`config.mk`:
```
export PLATFORM = sky130hd
export DESIGN_NAME = cml_frame_fmt
export DESIGN_NICKNAME = d
export VERILOG_FILES = /design/src/rtl/cml_frame_fmt.sv
export SDC_FILE = /design/constraint.sdc
export NUM_CORES = 1
export LEC_CHECK = 0
export CAP_MARGIN = 15
export CORE_UTILIZATION = 52
export DETAILED_ROUTE_END_ITERATION = 16
export PLACE_DENSITY = 0.8
export SLEW_MARGIN = 40
export SYNTH_ARGS = -nofsm -noshare
export SYNTH_HDL_FRONTEND = slang
export SYNTH_SLANG_ARGS = --single-unit
```
`constraint.sdc`:
```
create_clock -name clk -period 2.6 [get_ports clk]
set_input_delay 0.52 -clock clk [delete_from_list [all_inputs] [get_ports clk]]
set_output_delay 0.52 -clock clk [all_outputs]
set_load 0.005 [all_outputs]
```
`src/rtl/cml_frame_fmt.sv`:
```
// CameraLink video timing formatter.
// Turns an AXI4-Stream pixel stream into FVAL/LVAL/DVAL plus tap data for the CameraLink
// transmitter. It inserts frame lead/trail and horizontal/vertical blanking. It also polices
// line length and start-of-frame, and resynchronises on the next SOF after an error.
module cml_frame_fmt #(
  parameter int unsigned COL         = 1280,
  parameter int unsigned ROW         = 1024,
  parameter int unsigned PIXEL_WIDTH = 8,
  parameter int unsigned TAPS        = 3,
  parameter int unsigned FV_LEAD     = 4,
  parameter int unsigned FV_TRAIL    = 4,
  parameter int unsigned H_BLANK     = 16,
  parameter int unsigned V_BLANK     = 64
) (
  input  logic                        clk,
  input  logic                        reset_n,
  input  logic [PIXEL_WIDTH*TAPS-1:0] s_axis_tdata,
  input  logic                        s_axis_tvalid,
  output logic                        s_axis_tready,
  input  logic                        s_axis_tlast,
  input  logic                        s_axis_tuser,
  input  logic                        i_err_clr,
  output logic                        o_fval,
  output logic                        o_lval,
  output logic                        o_dval,
  output logic [PIXEL_WIDTH*TAPS-1:0] o_data,
  output logic                        o_len_err,
  output logic                        o_sync_err,
  output logic [15:0]                 o_frame_cnt
);

  localparam int unsigned DataW = PIXEL_WIDTH * TAPS;
  localparam int unsigned Beats = COL / TAPS;
  localparam int unsigned BeatW = (Beats > 1) ? $clog2(Beats) : 1;
  localparam int unsigned LineW = (ROW > 1) ? $clog2(ROW) : 1;

  // One shared phase counter covers lead, blanking and trail.
  // Trail needs FV_TRAIL+1 counts because its first cycle is spent dropping LVAL.
  localparam int unsigned MaxA   = (FV_LEAD > H_BLANK) ? FV_LEAD : H_BLANK;
  localparam int unsigned MaxB   = (V_BLANK > FV_TRAIL + 1) ? V_BLANK : FV_TRAIL + 1;
  localparam int unsigned CntMax = (MaxA > MaxB) ? MaxA : MaxB;
  localparam int unsigned CntW   = $clog2(CntMax + 1);

  typedef enum logic [2:0] {
    StIdle,
    StLead,
    StLine,
    StHblank,
    StDiscard,
    StTrail,
    StVblank
  } state_e;

  state_e             state_q, state_d;
  logic [CntW-1:0]    cnt_q, cnt_d;
  logic [BeatW-1:0]   beat_q, beat_d;
  logic [LineW-1:0]   line_q, line_d;
  logic               fval_q, fval_d;
  logic               lval_q, lval_d;
  logic               dval_q, dval_d;
  logic [DataW-1:0]   data_q, data_d;
  logic               len_err_q, len_err_d;
  logic               sync_err_q, sync_err_d;
  logic [15:0]        frame_cnt_q, frame_cnt_d;

  logic               tready;
  logic               len_set;
  logic               sync_set;
  logic               first_beat;
  logic               last_beat;
  logic               last_line;
  logic               bad_sof;

  // Decode the position within the frame.
  always_comb begin
    first_beat = (beat_q == '0) && (line_q == '0);
    last_beat  = (beat_q == BeatW'(Beats - 1));
    last_line  = (line_q == LineW'(ROW - 1));
    // Only beat 0 of line 0 may carry SOF. Any other SOF is held back and aborts the frame.
    bad_sof    = s_axis_tvalid && s_axis_tuser && !first_beat;
  end

  // Next-state, handshake and output-register logic.
  always_comb begin
    state_d     = state_q;
    cnt_d       = cnt_q;
    beat_d      = beat_q;
    line_d      = line_q;
    fval_d      = fval_q;
    lval_d      = lval_q;
    dval_d      = 1'b0;
    data_d      = data_q;
    frame_cnt_d = frame_cnt_q;
    len_set     = 1'b0;
    sync_set    = 1'b0;
    tready      = 1'b0;

    unique case (state_q)
      StIdle: begin
        // SOF is left on the bus so that LINE consumes it as beat 0.
        tready = !s_axis_tuser;
        if (s_axis_tvalid) begin
          if (s_axis_tuser) begin
            state_d = StLead;
            fval_d  = 1'b1;
            cnt_d   = '0;
            beat_d  = '0;
            line_d  = '0;
          end else begin
            sync_set = 1'b1;
          end
        end
      end

      StLead: begin
        if (cnt_q == CntW'(FV_LEAD - 1)) begin
          state_d = StLine;
          cnt_d   = '0;
        end else begin
          cnt_d = cnt_q + CntW'(1);
        end
      end

      StLine: begin
        tready = !(s_axis_tuser && !first_beat);
        if (bad_sof) begin
          sync_set = 1'b1;
          fval_d   = 1'b0;
          lval_d   = 1'b0;
          cnt_d    = '0;
          state_d  = StVblank;
        end else if (s_axis_tvalid) begin
          dval_d = 1'b1;
          lval_d = 1'b1;
          data_d = s_axis_tdata;
          if (s_axis_tlast) begin
            // A short line still counts as a line.
            len_set = !last_beat;
            beat_d  = '0;
            line_d  = line_q + LineW'(1);
            cnt_d   = '0;
            state_d = last_line ? StTrail : StHblank;
          end else if (last_beat) begin
            // The line is full but has no tlast, so the rest of the line is dropped.
            len_set = 1'b1;
            beat_d  = '0;
            state_d = StDiscard;
          end else begin
            beat_d = beat_q + BeatW'(1);
          end
        end
      end

      StDiscard: begin
        tready = !s_axis_tuser;
        lval_d = 1'b0;
        if (s_axis_tvalid && s_axis_tuser) begin
          sync_set = 1'b1;
          fval_d   = 1'b0;
          cnt_d    = '0;
          state_d  = StVblank;
        end else if (s_axis_tvalid && s_axis_tlast) begin
          line_d  = line_q + LineW'(1);
          cnt_d   = '0;
          state_d = last_line ? StTrail : StHblank;
        end
      end

      StHblank: begin
        lval_d = 1'b0;
        if (cnt_q == CntW'(H_BLANK - 1)) begin
          state_d = StLine;
          cnt_d   = '0;
        end else begin
          cnt_d = cnt_q + CntW'(1);
        end
      end

      StTrail: begin
        // Count 0 drops LVAL. FVAL then stays up for FV_TRAIL more cycles.
        lval_d = 1'b0;
        if (cnt_q == CntW'(FV_TRAIL)) begin
          fval_d      = 1'b0;
          frame_cnt_d = frame_cnt_q + 16'd1;
          cnt_d       = '0;
          state_d     = StVblank;
        end else begin
          cnt_d = cnt_q + CntW'(1);
        end
      end

      StVblank: begin
        if (cnt_q == CntW'(V_BLANK - 1)) begin
          state_d = StIdle;
          cnt_d   = '0;
        end else begin
          cnt_d = cnt_q + CntW'(1);
        end
      end

      default: begin
        state_d = StIdle;
        fval_d  = 1'b0;
        lval_d  = 1'b0;
        cnt_d   = '0;
      end
    endcase

    // Sticky flags: a new error wins over a simultaneous clear.
    len_err_d  = len_set  || (len_err_q  && !i_err_clr);
    sync_err_d = sync_set || (sync_err_q && !i_err_clr);
  end

  // State and output registers, cleared asynchronously.
  always_ff @(posedge clk or negedge reset_n) begin
    if (!reset_n) begin
      state_q     <= StIdle;
      cnt_q       <= '0;
      beat_q      <= '0;
      line_q      <= '0;
      fval_q      <= 1'b0;
      lval_q      <= 1'b0;
      dval_q      <= 1'b0;
      data_q      <= '0;
      len_err_q   <= 1'b0;
      sync_err_q  <= 1'b0;
      frame_cnt_q <= '0;
    end else begin
      state_q     <= state_d;
      cnt_q       <= cnt_d;
      beat_q      <= beat_d;
      line_q      <= line_d;
      fval_q      <= fval_d;
      lval_q      <= lval_d;
      dval_q      <= dval_d;
      data_q      <= data_d;
      len_err_q   <= len_err_d;
      sync_err_q  <= sync_err_d;
      frame_cnt_q <= frame_cnt_d;
    end
  end

  assign s_axis_tready = tready;
  assign o_fval        = fval_q;
  assign o_lval        = lval_q;
  assign o_dval        = dval_q;
  assign o_data        = data_q;
  assign o_len_err     = len_err_q;
  assign o_sync_err    = sync_err_q;
  assign o_frame_cnt   = frame_cnt_q;

endmodule

```
### Word-level counts from Yosys, hierarchy flattened

Cells that the tools add are included.

| word-level totals | value |
|---|---|
| register bits | 74 |
| bits in latches | 0 |
| bits in writable memories | 0 |
| memory bits (read-only) | 0 |
| bits of input ports | 30 |
| output and inout port bits | 46 |
| memories | 0 |

| operators by class | value |
|---|---|
| $add $sub $neg | 4 |
| multiply operators | 0 |
| div/mod/pow operators | 0 |
| $lt $le $gt $ge | 0 |
| equality and inequality tests | 29 |
| shift operators | 0 |
| multiplexer cells | 64 |
| bitwise operators | 3 |
| reductions and logical operators | 30 |

Operators by type and width:

| cell | count |
|---|---|
| $mux W7 | 11 |
| $mux W10 | 7 |
| $mux W9 | 6 |
| $pmux W7 S7 | 1 |
| $mux W3 | 13 |
| $pmux W10 S3 | 1 |
| $ne A2 B2 Y1 const B | 13 |
| $pmux W3 S7 | 1 |
| $mux W1 | 19 |
| $pmux W9 S2 | 1 |
| $add A16 B1 Y16 const B | 1 |
| $add A10 B1 Y10 const B | 1 |
| $eq A10 B10 Y1 const B | 1 |
| $logic_not A10 Y1 | 1 |
| $reduce_and A5 Y1 | 2 |
| $add A9 B1 Y9 const B | 1 |
| $eq A3 B3 Y1 const B | 3 |
| $eq A9 B9 Y1 const B | 1 |
| $logic_not A9 Y1 | 1 |
| $ne A3 B3 Y1 const B | 3 |
| $reduce_and A9 Y1 | 1 |
| $reduce_and A8 Y1 | 1 |
| $add A7 B1 Y7 const B | 1 |
| $eq A7 B2 Y1 const B | 1 |
| other kinds (21) | 38 |

### Depth between registers and ports, before layout

Gate-level depths: netlist (run 1).

| depth | value |
|---|---|
| depth in word-level cells | 7 |
| depth in mapped cells | 9 |

### Worst setup path before layout (run 1)

Ideal clock, no wire load.

| timing | value |
|---|---|
| kind | register to register |
| start point | register line_q[4] |
| end point | register beat_q[4] |
| library setup time | 95 ps |
| arrival | 2188 ps |
| data required time | 2505 ps |
| slack | 317 ps |
| cell stages (with the launch flop) | 8 |
| period minus slack after synthesis | 2283 ps |
| path through | dfrtp_1 -> or4_1 -> or2_1 -> buf_6 -> o211a_1 -> or3_1 -> buf_2 -> o31ai_1 |

| between the ends | value |
|---|---|
| word-level cells in the longest chain between the ends | 6 |

RTL lines:

| element | line | source |
|---|---|---|
| start, declared | 57 | `logic [LineW-1:0] line_q, line_d;` |
| start signal, assigned | 232 | `line_q <= line_d;` |
| $logic_not A10 Y1 | 76 | `first_beat = (beat_q == '0) && (line_q == '0);` |
| $logic_and A1 B1 Y1 | 76 |  |
| $logic_not A1 Y1 | 80 | `bad_sof = s_axis_tvalid && s_axis_tuser && !first_beat;` |
| $logic_and A1 B1 Y1 | 80 |  |
| $ne A2 B2 Y1 (no line) | - |  |
| $reduce_and A5 Y1 (no line) | - |  |
| end signal, assigned | 231 | `beat_q <= beat_d;` |
| end, declared | 56 | `logic [BeatW-1:0] beat_q, beat_d;` |

No other way between the ends.
A chain may end at the register's enable or synchronous reset.

### Worst setup path after layout (run 1)

| timing | value |
|---|---|
| start point | register line_q[5] |
| end point | output port s_axis_tready |

| between the ends | value |
|---|---|
| word-level cells in the longest chain between the ends | 6 |

RTL lines:

| element | line | source |
|---|---|---|
| $logic_not A10 Y1 | 76 |  |
| $logic_and A1 B1 Y1 | 76 |  |
| $logic_not A1 Y1 | 125 | `tready = !(s_axis_tuser && !first_beat);` |
| $logic_and A1 B1 Y1 | 125 |  |
| $logic_not A1 Y1 | 125 |  |
| $pmux W1 S2 | 98 | `unique case (state_q)` |
| end, declared | 19 | `output logic s_axis_tready,` |

No other way between the ends.

==> results, run 1 <==
- The total of hold buffers inserted after clock tree synthesis is 0.
- The count of fill cells added during filler insertion is 490.
- The worst endpoint required time is approximately 2.1 ns.
- The total of flip-flops plus latches after synthesis is 74.
- Summing all flip-flop and latch instances after layout gives 1850 um^2.
- The cell area power density is around 930 nW/um^2.
- The library cell with the highest instance count after synthesis is sky130_fd_sc_hd__dfrtp_1.
- The die area is 7720 um^2.
- After detailed routing, the number of vias per cell comes to 5.61.
- After synthesis, the cell types taking the most area are sky130_fd_sc_hd__dfrtp_1 48%, sky130_fd_sc_hd__mux2_2 7.9%, sky130_fd_sc_hd__o31ai_1 4.3%.
- The multi-input combinational cells in the finished layout cover a total of ~1900 um^2.
- Across the run, the number of max-cap violations was 0.
- Summing over every cut layer, the via total after detailed routing is 3182.
- The starting density of the core is 0.552.
- After global routing the overflow that remains totals 0.
- Of the post-synthesis cell area, the dominant cell type holds 0.483.
- TritonCTS built the clock tree.
- The start-to-end type of the worst setup path is reg -> out.
- The setup slack of the worst register-to-register path is 0.22 ns.
- The first-pass iteration count of the detailed router is 4.
- Before CTS, the worst setup slack after placement is -0.107 ns.
- The number of H-tree branching levels is 3.
- After clock tree synthesis, the clock-pin slew on the worst setup and hold paths is 0.08 ns.
- The startpoint identified for the worst register-to-register timing path is line_q[5]$_DFFE_PN0P_.
- The clock passes through at most 2 buffers.
- The net count after synthesis is 407.
- The run finished with clean final reports.
- Of the synthesized area, sequential elements account for 0.483.
- Derived from the worst setup path, the maximum achievable clock frequency is 401 MHz.
- The number of global-route vias before repair is 2990.
- The leakage power is 0.00227 uW.
- The number of diodes is 0.
- The critical path ends at s_axis_tready.
- The width of the die is about 88 um.
- Routability-driven placement finished with a final weighted congestion of 0.903.
- STA classifies the critical path startpoint as a flop.
- The average wire per cell in the routed design is roughly 16 um.
- Setup repair after global routing could not meet its margin everywhere.
- By count the netlist is led by 74 x sky130_fd_sc_hd__dfrtp_1, 27 x sky130_fd_sc_hd__mux2_2, 23 x sky130_fd_sc_hd__nand2_1.
- The final instance count without filler cells is about 570.
- Counting flops with a built-in enable in the synthesized netlist gives 0.
- The overall power of the completed layout is 4740 uW.
- After synthesis, the mean cell area works out to 10.4 um^2.
- The worst clock skew is about 0.021 ns.
- The setup slack after layout is 0.106 ns.
- The distinct cell type count of the synthesized netlist is 51.
- The global routing usage summed across all routing layers is 0.237.
- The total area inside the core boundary comes to just under 7000 um^2.
- The number of DRC markers in iteration 0 is 184.
- The net count of the finished layout is 505.
- The prevailing post-synth register cell is sky130_fd_sc_hd__dfrtp_1.
- The cell taking the most area after synthesis is sky130_fd_sc_hd__dfrtp_1.
- The fraction of synthesis flops using an asynchronous set or reset pin is 1.00.
- The pin count of the biggest net entering global routing is 58.
- Setup violations remaining at the end of the flow were counted as 0.
- Counting tap cells, the placed design contains a total of 550 instances.
- Data arrives at the worst endpoint at 1.97 ns.
- In this run the worst setup path begins at line_q[5]$_DFFE_PN0P_.
- The detail route stage leaves a number of antenna-violating nets equal to 0.
- The quantity of I/O buffers inserted on ports is 75.
- In this run the vertical extent of the chip is ~88 um.
- Of the cells placed in the final design, the portion with a size suffix greater than 1 is 0.168.
- The estimated wirelength of the detail-placed design is 6.47 mm.
- The floorplan has 30 rows.
- The total count of hold-check failures in the final report is 0.
- The Yosys step of the flow raised 0 warnings.
- The area growth from synthesis to final layout is 32.3%.
- The clock period minus worst slack is approximately 2.5 ns.
- The first global-routing pass estimated 14.1 mm of wire.
- The number of top-level pins is 76.
- The initial antenna violation count is 0.
- The tightest hold path in the finished design has a slack of 0.123 ns.
- The ratio of final minimum period to clock period is 0.959.
- The final count of pins violating max slew is 0.
- The worst-margin pin slew is 0.516 ns.
- The final routed wirelength across all metal layers is 8.80 mm.
- The clock latency at the later pin of the worst-skew pair is 0.35 ns.
- The worst supply voltage drop on vdd is 0.000525 V.
- The cell count of the worst reg-to-reg path is 6.
- The critical path capture point type is an output pin.
- Clock tree synthesis selected as its root buffer the cell sky130_fd_sc_hd__clkbuf_8.
- The total clock sinks is 74.
- The number of remaining DRC errors is 0.
- Clock tree synthesis inserted a total of 9 buffers.
- The post-synthesis instance area is 3830 um^2.
- Counting every instance in the synthesized netlist gives 368.
- In this run the critical register-to-register path is captured at beat_q[6]$_DFFE_PN0P_.
- The largest fanout on the critical path is 2.
- The worst hold path belongs to the class in -> async.
- Headroom to the max-slew limit came out at 0.652.
-- through the flow --
stage               TNS [ns]   util  instance area [um^2]
floorplan                  0      -                  3830
global placement     -0.0359  0.698                  4850
detailed placement    -0.352  0.698                  4850
CTS                        0  0.727                  5050
global route         -0.0615  0.730                  5070
finish                     0  0.730                  5070
-- registers in the layout (all words and copies together) (netlist names) --
register	count
o_frame_cnt	16
o_fval	1
o_len_err	1
o_lval	1
o_sync_err	1
cnt_q	7
o_dval	1
state_q	3
o_data	24
line_q	10
beat_q	9
-- area by class of cell --
class                      count  area share
tap                           96      0.0237
sequential                    74       0.365
inverter                      20      0.0148
multi-input combinational    260       0.366
timing repair buffer         101       0.189
clock inverter                 7      0.0163
clock buffer                   9      0.0244
-- layer usage --
metal	GRT usage	wire length, um	up-vias
met3	0.0415	313	17
met5	0	0	-
met2	0.382	4320	74
met1	0.310	3960	1540
li1	-	-	1551
met4	0.116	207	0
-- worst max-delay path, stage by stage (launching register included) --
cell                      delay, ns
sky130_fd_sc_hd__dfrtp_1       0.38
sky130_fd_sc_hd__or4_1         0.53
sky130_fd_sc_hd__or2_1         0.27
sky130_fd_sc_hd__nor3_2        0.11
sky130_fd_sc_hd__nor2_1        0.06
sky130_fd_sc_hd__nor3_1        0.15
sky130_fd_sc_hd__buf_2         0.14
-- where the power goes --
| part | total, uW | switching [uW] | leakage [uW] | internal, uW |
|---|---|---|---|---|
| Combinational | 2160 | 1000 | 0.00120 | 1160 |
| Clock | 933 | 473 | 0.0000988 | 460 |
| Sequential | 1650 | 189 | 0.000969 | 1460 |
| Total | 4740 | 1660 | 0.00227 | 3080 |
-- worst min-delay path by stage --
stage / from / end
final: reset_n / cnt_q[5]$_DFFE_PN0P_
after global routing: reset_n / cnt_q[4]$_DFFE_PN0P_
after CTS: reset_n / o_fval$_DFFE_PN0P_
after detailed placement: o_frame_cnt[15]$_DFFE_PN0P_ / o_frame_cnt[15]$_DFFE_PN0P_
after global placement: o_frame_cnt[15]$_DFFE_PN0P_ / o_frame_cnt[15]$_DFFE_PN0P_
after floorplan: reset_n / beat_q[0]$_DFFE_PN0P_
-- logic make-up after synthesis --
family                     Yosys count  share of synthesized area
xor gates and xnor gates            18                     0.0411
adders and majority gates            9                     0.0294
DFF                                 74                      0.483
muxes                               32                     0.0924
buffers and inverters               34                     0.0369
and+or+nand+nor                    123                      0.168
AOI/OAI and AO/OA                   78                      0.149
-- repair_timing --
| item | CTS | global route |
|---|---|---|
| pin swaps | 0 | 4 |
| gates resized for setup | 4 | 3 |
| setup buffers | 0 | 1 |
| setup endpoints to repair | 1 | 2 |
-- cell usage in the layout (no fill, tap or decap), types with 10 or more instances in the layout --
master | netlist | routed
sky130_fd_sc_hd__dfrtp_1 | 74 | 74
sky130_fd_sc_hd__clkdlybuf4s50_1 | 0 | 73
sky130_fd_sc_hd__mux2_2 | 27 | 27
sky130_fd_sc_hd__buf_4 | 0 | 24
sky130_fd_sc_hd__nand2_1 | 23 | 23
sky130_fd_sc_hd__o31ai_1 | 22 | 22
sky130_fd_sc_hd__inv_1 | 20 | 20
sky130_fd_sc_hd__nand3_1 | 20 | 20
sky130_fd_sc_hd__nor2_1 | 19 | 19
sky130_fd_sc_hd__nor3_1 | 14 | 13
sky130_fd_sc_hd__o21ai_0 | 13 | 13
sky130_fd_sc_hd__and3_1 | 10 | 10
Power figures use the tool's default switching activity.
==> run 2, diff against run 1 <==
--- a/config.mk
+++ b/config.mk
@@ -9,6 +9,7 @@
 export CORE_UTILIZATION = 52
 export DETAILED_ROUTE_END_ITERATION = 16
 export PLACE_DENSITY = 0.8
+export RECOVER_POWER = 50
 export SLEW_MARGIN = 40
 export SYNTH_ARGS = -nofsm -noshare
 export SYNTH_HDL_FRONTEND = slang
==> results, run 2 (synthesis gave the netlist of run 1 again) <==
- The flow ran to the end, and the final reports show no timing, DRC or antenna violations.
- No sink is reached through more buffers than the 2 on the longest clock path.
- The clock tree from TritonCTS is yes.
- The number of DRC markers in iteration 0 is 190.
- The first TritonRoute pass finished after 4 iterations.
- In the global route stage, overall resource usage came out at 0.237.
- Setup repair after global routing could not meet its margin everywhere.
- The total clock sinks is 74.
- The count of nets left with antenna violations once routing finished came out at 0.
- Port buffering added 75 buffers.
- The routed layout has between 3000 and 4000 vias.
- Fill cells in the final layout number 495.
- The normalized max-slew margin is 0.172.
- The wire length of the first global-routing pass is 14.1 mm.
- After layout, the minimum clock period comes to 2.49 ns.
- The cell count of the worst reg-to-reg path is 6.
- The final design area excluding fillers is between 5000 and 6000 um^2.
- The total count of hold-check failures in the final report is 0.
- The maximum clock rate is 401 MHz.
- The logic depth of the worst setup path including buffers is 6.
- The worst endpoint required time is approximately 2.1 ns.
- The number of diodes is 0.
- The die area is 7720 um^2.
- The type of the tightest min-delay check is in -> async.
- Setup violations remaining at the end of the flow were counted as 0.
- At the pin with the least slew margin, the transition time is 1.24 ns.
- The total placed instance area is roughly 4800 um^2.
- The number of clock buffers added by TritonCTS is 9.
- The root buffer cell chosen for the clock tree is sky130_fd_sc_hd__clkbuf_8.
- In this run the vertical extent of the chip is 87.9 um.
- Including well taps, the total number of placed cells is between 500 and 600.
- The master of the slowest instance on the critical path is sky130_fd_sc_hd__or4_1.
- The area of the placeable core is around 6900 um^2.
- The overall power of the completed layout is 4670 uW.
- The net count of the finished layout is 505.
- In the layout the commonest cells are 74 x sky130_fd_sc_hd__dfrtp_1, 54 x sky130_fd_sc_hd__clkdlybuf4s50_1, 27 x sky130_fd_sc_hd__mux2_2, 23 x sky130_fd_sc_hd__nand2_1.
- The delay of the slowest critical-path stage is 0.53 ns.
- The final instance count without filler cells is 567.
- The standard-cell row count is 30.
- Leaving out fill and tap cells, the most frequent cell in the layout is sky130_fd_sc_hd__dfrtp_1.
- The worst clock skew is 0.0204 ns.
- In this run the count of I/O pins placed on the die edge is 76.
- The initial utilization of the core area, before any placement, comes to 0.552.
- Summing all multi-input logic gate instances after layout gives 1860 um^2.
- The dominant delay contributor by cell family on the critical path is simple AND/OR/NAND/NOR gates.
- The area growth from synthesis to final layout is 31.7%.
- The cell area power density is 925 nW/um^2.
- The number of remaining DRC errors is 0.
- Of the cells placed in the final design, the portion with a size suffix greater than 1 is 0.161.
- For this block, the routed nets add up to 8.81 mm of wire.
- The clock reaches the later pin of the worst-skew pair after 0.35 ns.
- The leakage power is between 0.002 and 0.0025 uW.
- The final RePlAce weighted congestion is 0.903.
- The pin count of the biggest net entering global routing is 58.
- The initial antenna violation count came to 0.
- The worst-case IR drop observed on VDD is between 0.0005 and 0.0006 V.
- After detailed routing, the average wire length per cell comes to 15.5 um.
- The number of buffer and inverter stages on the critical path is 1.
- The estimated wirelength of the detail-placed design is 6.47 mm.
- The register with the most flip-flops in the layout has 24 of them.
- STA puts the critical path data arrival time at 1.97 ns.
- Measured along the x axis, the die boundary spans 87.9 um.
- Across the whole layout, storage elements account for 1850 um^2.
- After detailed routing, the number of vias per cell comes to 5.62.
- The ratio of final minimum period to clock period is 0.959.
- The total overflow left after global routing is 0.
- The critical path goes through or4_1 -> or2_1 -> nor3_2 -> nor2_1 -> nor3_1 -> buf_2.
- Across the run, the number of max-cap violations was 0.
- The number of H-tree branching levels is 3.
- The start-to-end type of the worst setup path is reg -> out.
- The worst setup path is launched from a flop.
- The critical path capture point type is an output pin.
- The number of global-route vias before repair is 2990.
- Buffers inserted to repair hold after CTS numbered 0.
- The final count of pins violating max slew is 0.
- The clock transition at the register clock pins on the worst setup and hold paths after CTS is 0.08 ns.
- The largest fanout on the critical path is 2.
## run 2: cell count changes in the layout (fill, tap and decap cells not counted), sizes merged
cell / previous run / this run
clkbuf: 9 / 12
dlygate4sd3: 0 / 19
clkdlybuf4s50: 73 / 54
buf: 28 / 25
## run 2: through the flow
step                      utilization  hold WS, ns  setup WS (ns)  setup TNS (ns)
final                           0.727        0.324          0.106               0
after global routing            0.727        0.399        -0.0615         -0.0615
after CTS                       0.727        0.126         0.0937               0
after detailed placement        0.698        0.473         -0.107          -0.352
after global placement          0.698        0.458       -0.00986         -0.0359
after floorplan                     -        0.224          0.317               0
## run 2: path summary, 6_finish.rpt
| check | start | endpoint | slack (ns) |
|---|---|---|---|
| max | line_q[5]$_DFFE_PN0P_ | s_axis_tready | 0.11 |
| min | reset_n | cnt_q[5]$_DFFE_PN0P_ | 0.32 |
| max reg2reg | line_q[5]$_DFFE_PN0P_ | beat_q[6]$_DFFE_PN0P_ | 0.22 |
| min reg2reg | o_frame_cnt[15]$_DFFE_PN0P_ | o_frame_cnt[15]$_DFFE_PN0P_ | 0.49 |
| max in group asynchronous | reset_n | beat_q[3]$_DFFE_PN0P_ | 0.49 |
| min in group clk | o_frame_cnt[15]$_DFFE_PN0P_ | o_frame_cnt[15]$_DFFE_PN0P_ | 0.49 |
## run 2: report_power, final
group	internal [uW]	leakage, uW	switching, uW
registers	1460	0.000969	183
logic	1100	0.00120	999
clock network	460	0.0000988	472
total	3020	0.00227	1650
## run 2: layout make-up
cell class	count	share of cell area
repair buffers	101	0.186
inverters	20	0.0149
clock inverters	7	0.0164
clock buffers	9	0.0245
flip-flops and latches	74	0.367
multi-input cells	260	0.368
well taps	96	0.0238
## run 2: what timing repair did
action | in CTS | in global routing
setup buffers | 0 | 1
resized for setup | 4 | 3
endpoints found under the setup margin | 1 | 2
cloned | 0 | 0
pin swaps | 0 | 4
## run 2: routing by layer
layer,part of all wire,wire length (um),global-route usage
met1,0.45,3960,0.310
met2,0.49,4340,0.382
met3,0.036,314,0.0415
met4,0.023,202,0.116
met5,0,0,0
==> run 3, diff against run 2 <==
--- a/config.mk
+++ b/config.mk
@@ -6,6 +6,7 @@
 export NUM_CORES = 1
 export LEC_CHECK = 0
 export CAP_MARGIN = 15
+export CORE_MARGIN = 2
 export CORE_UTILIZATION = 52
 export DETAILED_ROUTE_END_ITERATION = 16
 export PLACE_DENSITY = 0.8
==> constraint.sdc (replaced) <==
create_clock -name clk -period 2.42 [get_ports clk]
set_input_delay 0.484 -clock clk [delete_from_list [all_inputs] [get_ports clk]]
set_output_delay 0.484 -clock clk [all_outputs]
set_load 0.005 [all_outputs]
==> results, run 3 (synthesis gave the netlist of run 1 again) <==
- For this run, global-route usage on met1 was measured as 0.312.
- The initial antenna violation count is 0.
- The number of buffers created by CTS is 9.
- After legalization and detailed placement, the total HPWL measured 6.91 mm.
- The total placed instance area is 4960 um^2.
- Setup repair after global routing could not meet its margin everywhere.
- The width of the die is around 90 um.
- The final count of pins violating max slew was 75.
- The number of vias in the routed layout is 3356.
- The repair_antennas step left the layout with diodes totalling 0.
- The number of buffers between clock root and the deepest sink is 2.
- Input and output buffers added on the ports amount to 75.
- Setup slack on the critical path of the routed design comes to -0.00783 ns.
- The type of the tightest min-delay check is reg -> reg.
- The cell chosen for the clock root is sky130_fd_sc_hd__clkbuf_8.
- In the routed layout, each cell is associated on average with a via count of 5.75.
- The clock drives 74 sinks.
- The starting density of the core is 0.531.
- The number of global-route vias before repair is 3342.
- TritonCTS built the clock tree.
- For met3 alone, demand over resource in global routing was 0.0520.
- The overall power of the completed layout is 5180 uW.
- The library cell used most frequently in the layout, excluding fill and tap cells, is sky130_fd_sc_hd__dfrtp_1.
- STA puts the critical path data arrival time at between 1.5 and 2 ns.
- The final RePlAce weighted congestion is 0.890.
- Of the cells placed in the final design, the portion with a size suffix greater than 1 is 0.202.
- The worst clock skew is 0.0165 ns.
- Compared with the post-synthesis result, the final layout area differs by 35.6%.
- The post-route worst hold slack is between 0.4 and 0.5 ns.
- The first-pass iteration count of the detailed router is 4.
- The count of buffers added by post-CTS timing repair for setup is 0.
- The area of the placeable core is approximately 7000 um^2.
- The end-of-flow core utilization is 0.721.
- In the layout the commonest cells are 74 x sky130_fd_sc_hd__dfrtp_1, 53 x sky130_fd_sc_hd__clkdlybuf4s50_1, 37 x sky130_fd_sc_hd__buf_4, 27 x sky130_fd_sc_hd__mux2_2, 23 x sky130_fd_sc_hd__nand2_1.
- The total count of hold-check failures in the final report is 0.
- The worst setup path is launched from a flop.
- Entering global routing, the biggest net connects 75 pins.
- Power spread over the standard cell area amounts to 996 nW/um^2.
- The final layout contains about 520 nets.
- The number of DRC markers in iteration 0 is 226.
- The wire length of the first global-routing pass is around 16 mm.
- Along the worst hold path, the cell count comes to 1.
- The number of top-level pins is 76.
- The final total negative setup slack is -0.00783 ns.
- Across every metal layer, demand over resource in global routing totals 0.244.
- The number of remaining DRC errors is 0.
- The final routed wirelength across all metal layers is 9.87 mm.
- For the pin with the worst max-slew slack, the measured transition is ~1.8 ns.
- The standard-cell row count is 31.
- The register with the most flip-flops in the layout has 24 of them.
- The checks that failed: capacitance limit, slew limit, setup timing.
- The normalized max-slew margin is -0.186.
- The final setup violation count is 1.
- After clock tree synthesis, the clock-pin slew on the worst setup and hold paths is 0.08 ns.
- The die area is 8080 um^2.
- The leakage power is roughly 0.0024 uW.
- The number of H-tree branching levels is 3.
- STA classifies the critical path endpoint as an output pin.
- Static timing analysis puts the maximum clock frequency at between 400 and 500 MHz.
- The final design area excluding fillers is 5200 um^2.
- The number of max-cap violations is 1.
- The clock latency at the later pin of the worst-skew pair is 0.36 ns.
- In the final routed layout, each cell accounts on average for around 17 um.
- In the global route stage, met2 resource usage came out at 0.414.
- After global routing the overflow that remains totals 0.
- The die height is 89.9 um.
- Across the VDD grid, the largest voltage drop is 0.000451 V.
- Data on the critical path is required at its endpoint by 1.94 ns.
- The worst path in the final design needs a cycle of 2.43 ns, including I/O delays and setup.
- By startpoint and endpoint, the worst setup path is classified as reg -> out.
- The run finished, with violations left.
- The count of nets left with antenna violations once routing finished came out at 0.
- The largest fanout on the critical path is 2.
- The number of cells on the worst reg-to-reg path is 7.
- The ratio of final minimum period to clock period is 1.00.
- The busiest layer in global routing is met2.
==> run 3: cell types whose count changed in the layout (fill, tap and decap cells not counted), sizes merged <==
cell	previous run	this run
clkinvlp	2	0
buf	25	40
clkinv	0	4
dlygate4sd3	19	20
clkdlybuf4s50	54	53
inv	24	21
==> run 3: final cells by class <==
cell class,instances,area (um^2)
clock buffer,10,138
tap,99,124
clock inverter,6,73.8
sequential,74,1850
timing repair buffer,115,1050
inverter,20,75.1
fill,524,2020
multi-input combinational,260,1890
==> run 3: worst paths after layout <==
| kind | slack [ns] | end | start |
|---|---|---|---|
| worst max-delay path | -0.008 | s_axis_tready | line_q[2]$_DFFE_PN0P_ |
| worst min-delay path | 0.47 | o_frame_cnt[15]$_DFFE_PN0P_ | o_frame_cnt[15]$_DFFE_PN0P_ |
| worst max register to register | 0.04 | beat_q[5]$_DFFE_PN0P_ | line_q[2]$_DFFE_PN0P_ |
| worst min register to register | 0.47 | o_frame_cnt[15]$_DFFE_PN0P_ | o_frame_cnt[15]$_DFFE_PN0P_ |
| max in group asynchronous | 0.66 | state_q[2]$_DFFE_PN0P_ | reset_n |
| min in group asynchronous | 0.68 | o_frame_cnt[5]$_DFFE_PN0P_ | reset_n |
==> run 3: power breakdown <==
| part | switching, uW | internal [uW] | total (uW) |
|---|---|---|---|
| Sequential | 212 | 1570 | 1780 |
| Combinational | 1140 | 1250 | 2390 |
| Clock | 491 | 515 | 1010 |
==> run 3: metrics by stage <==
stage | setup WS (ns) | instances
6_report | -0.00783 | 584
5_1_grt | -0.137 | 584
4_1_cts | -0.0805 | 584
3_5_place_dp | -0.172 | 568
3_3_place_gp | -0.152 | 568
2_1_floorplan | 0.137 | 368
==> run 3: metal layers <==
metal  vias to the layer above  routed length [um]
met2                       113                5030
li1                       1576                   -
met3                        18                 442
met5                         -                   0
met1                      1649                4230
met4                         0                 171
==> run 3: repair_timing <==
item,4_1_cts,5_1_grt
pin swaps,4,3
hold endpoints to repair,0,0
resized for setup,6,9
hold buffers,0,0
setup endpoints to repair,3,10
cloned,0,0
==> run 3: worst max-delay path: stages, from the launching register on <==
cell,delay (ns)
sky130_fd_sc_hd__dfrtp_1,0.38
sky130_fd_sc_hd__or4_4,0.53
sky130_fd_sc_hd__or2_4,0.26
sky130_fd_sc_hd__nor3_4,0.10
sky130_fd_sc_hd__nor2_1,0.06
sky130_fd_sc_hd__nor3_1,0.12
sky130_fd_sc_hd__buf_2,0.14
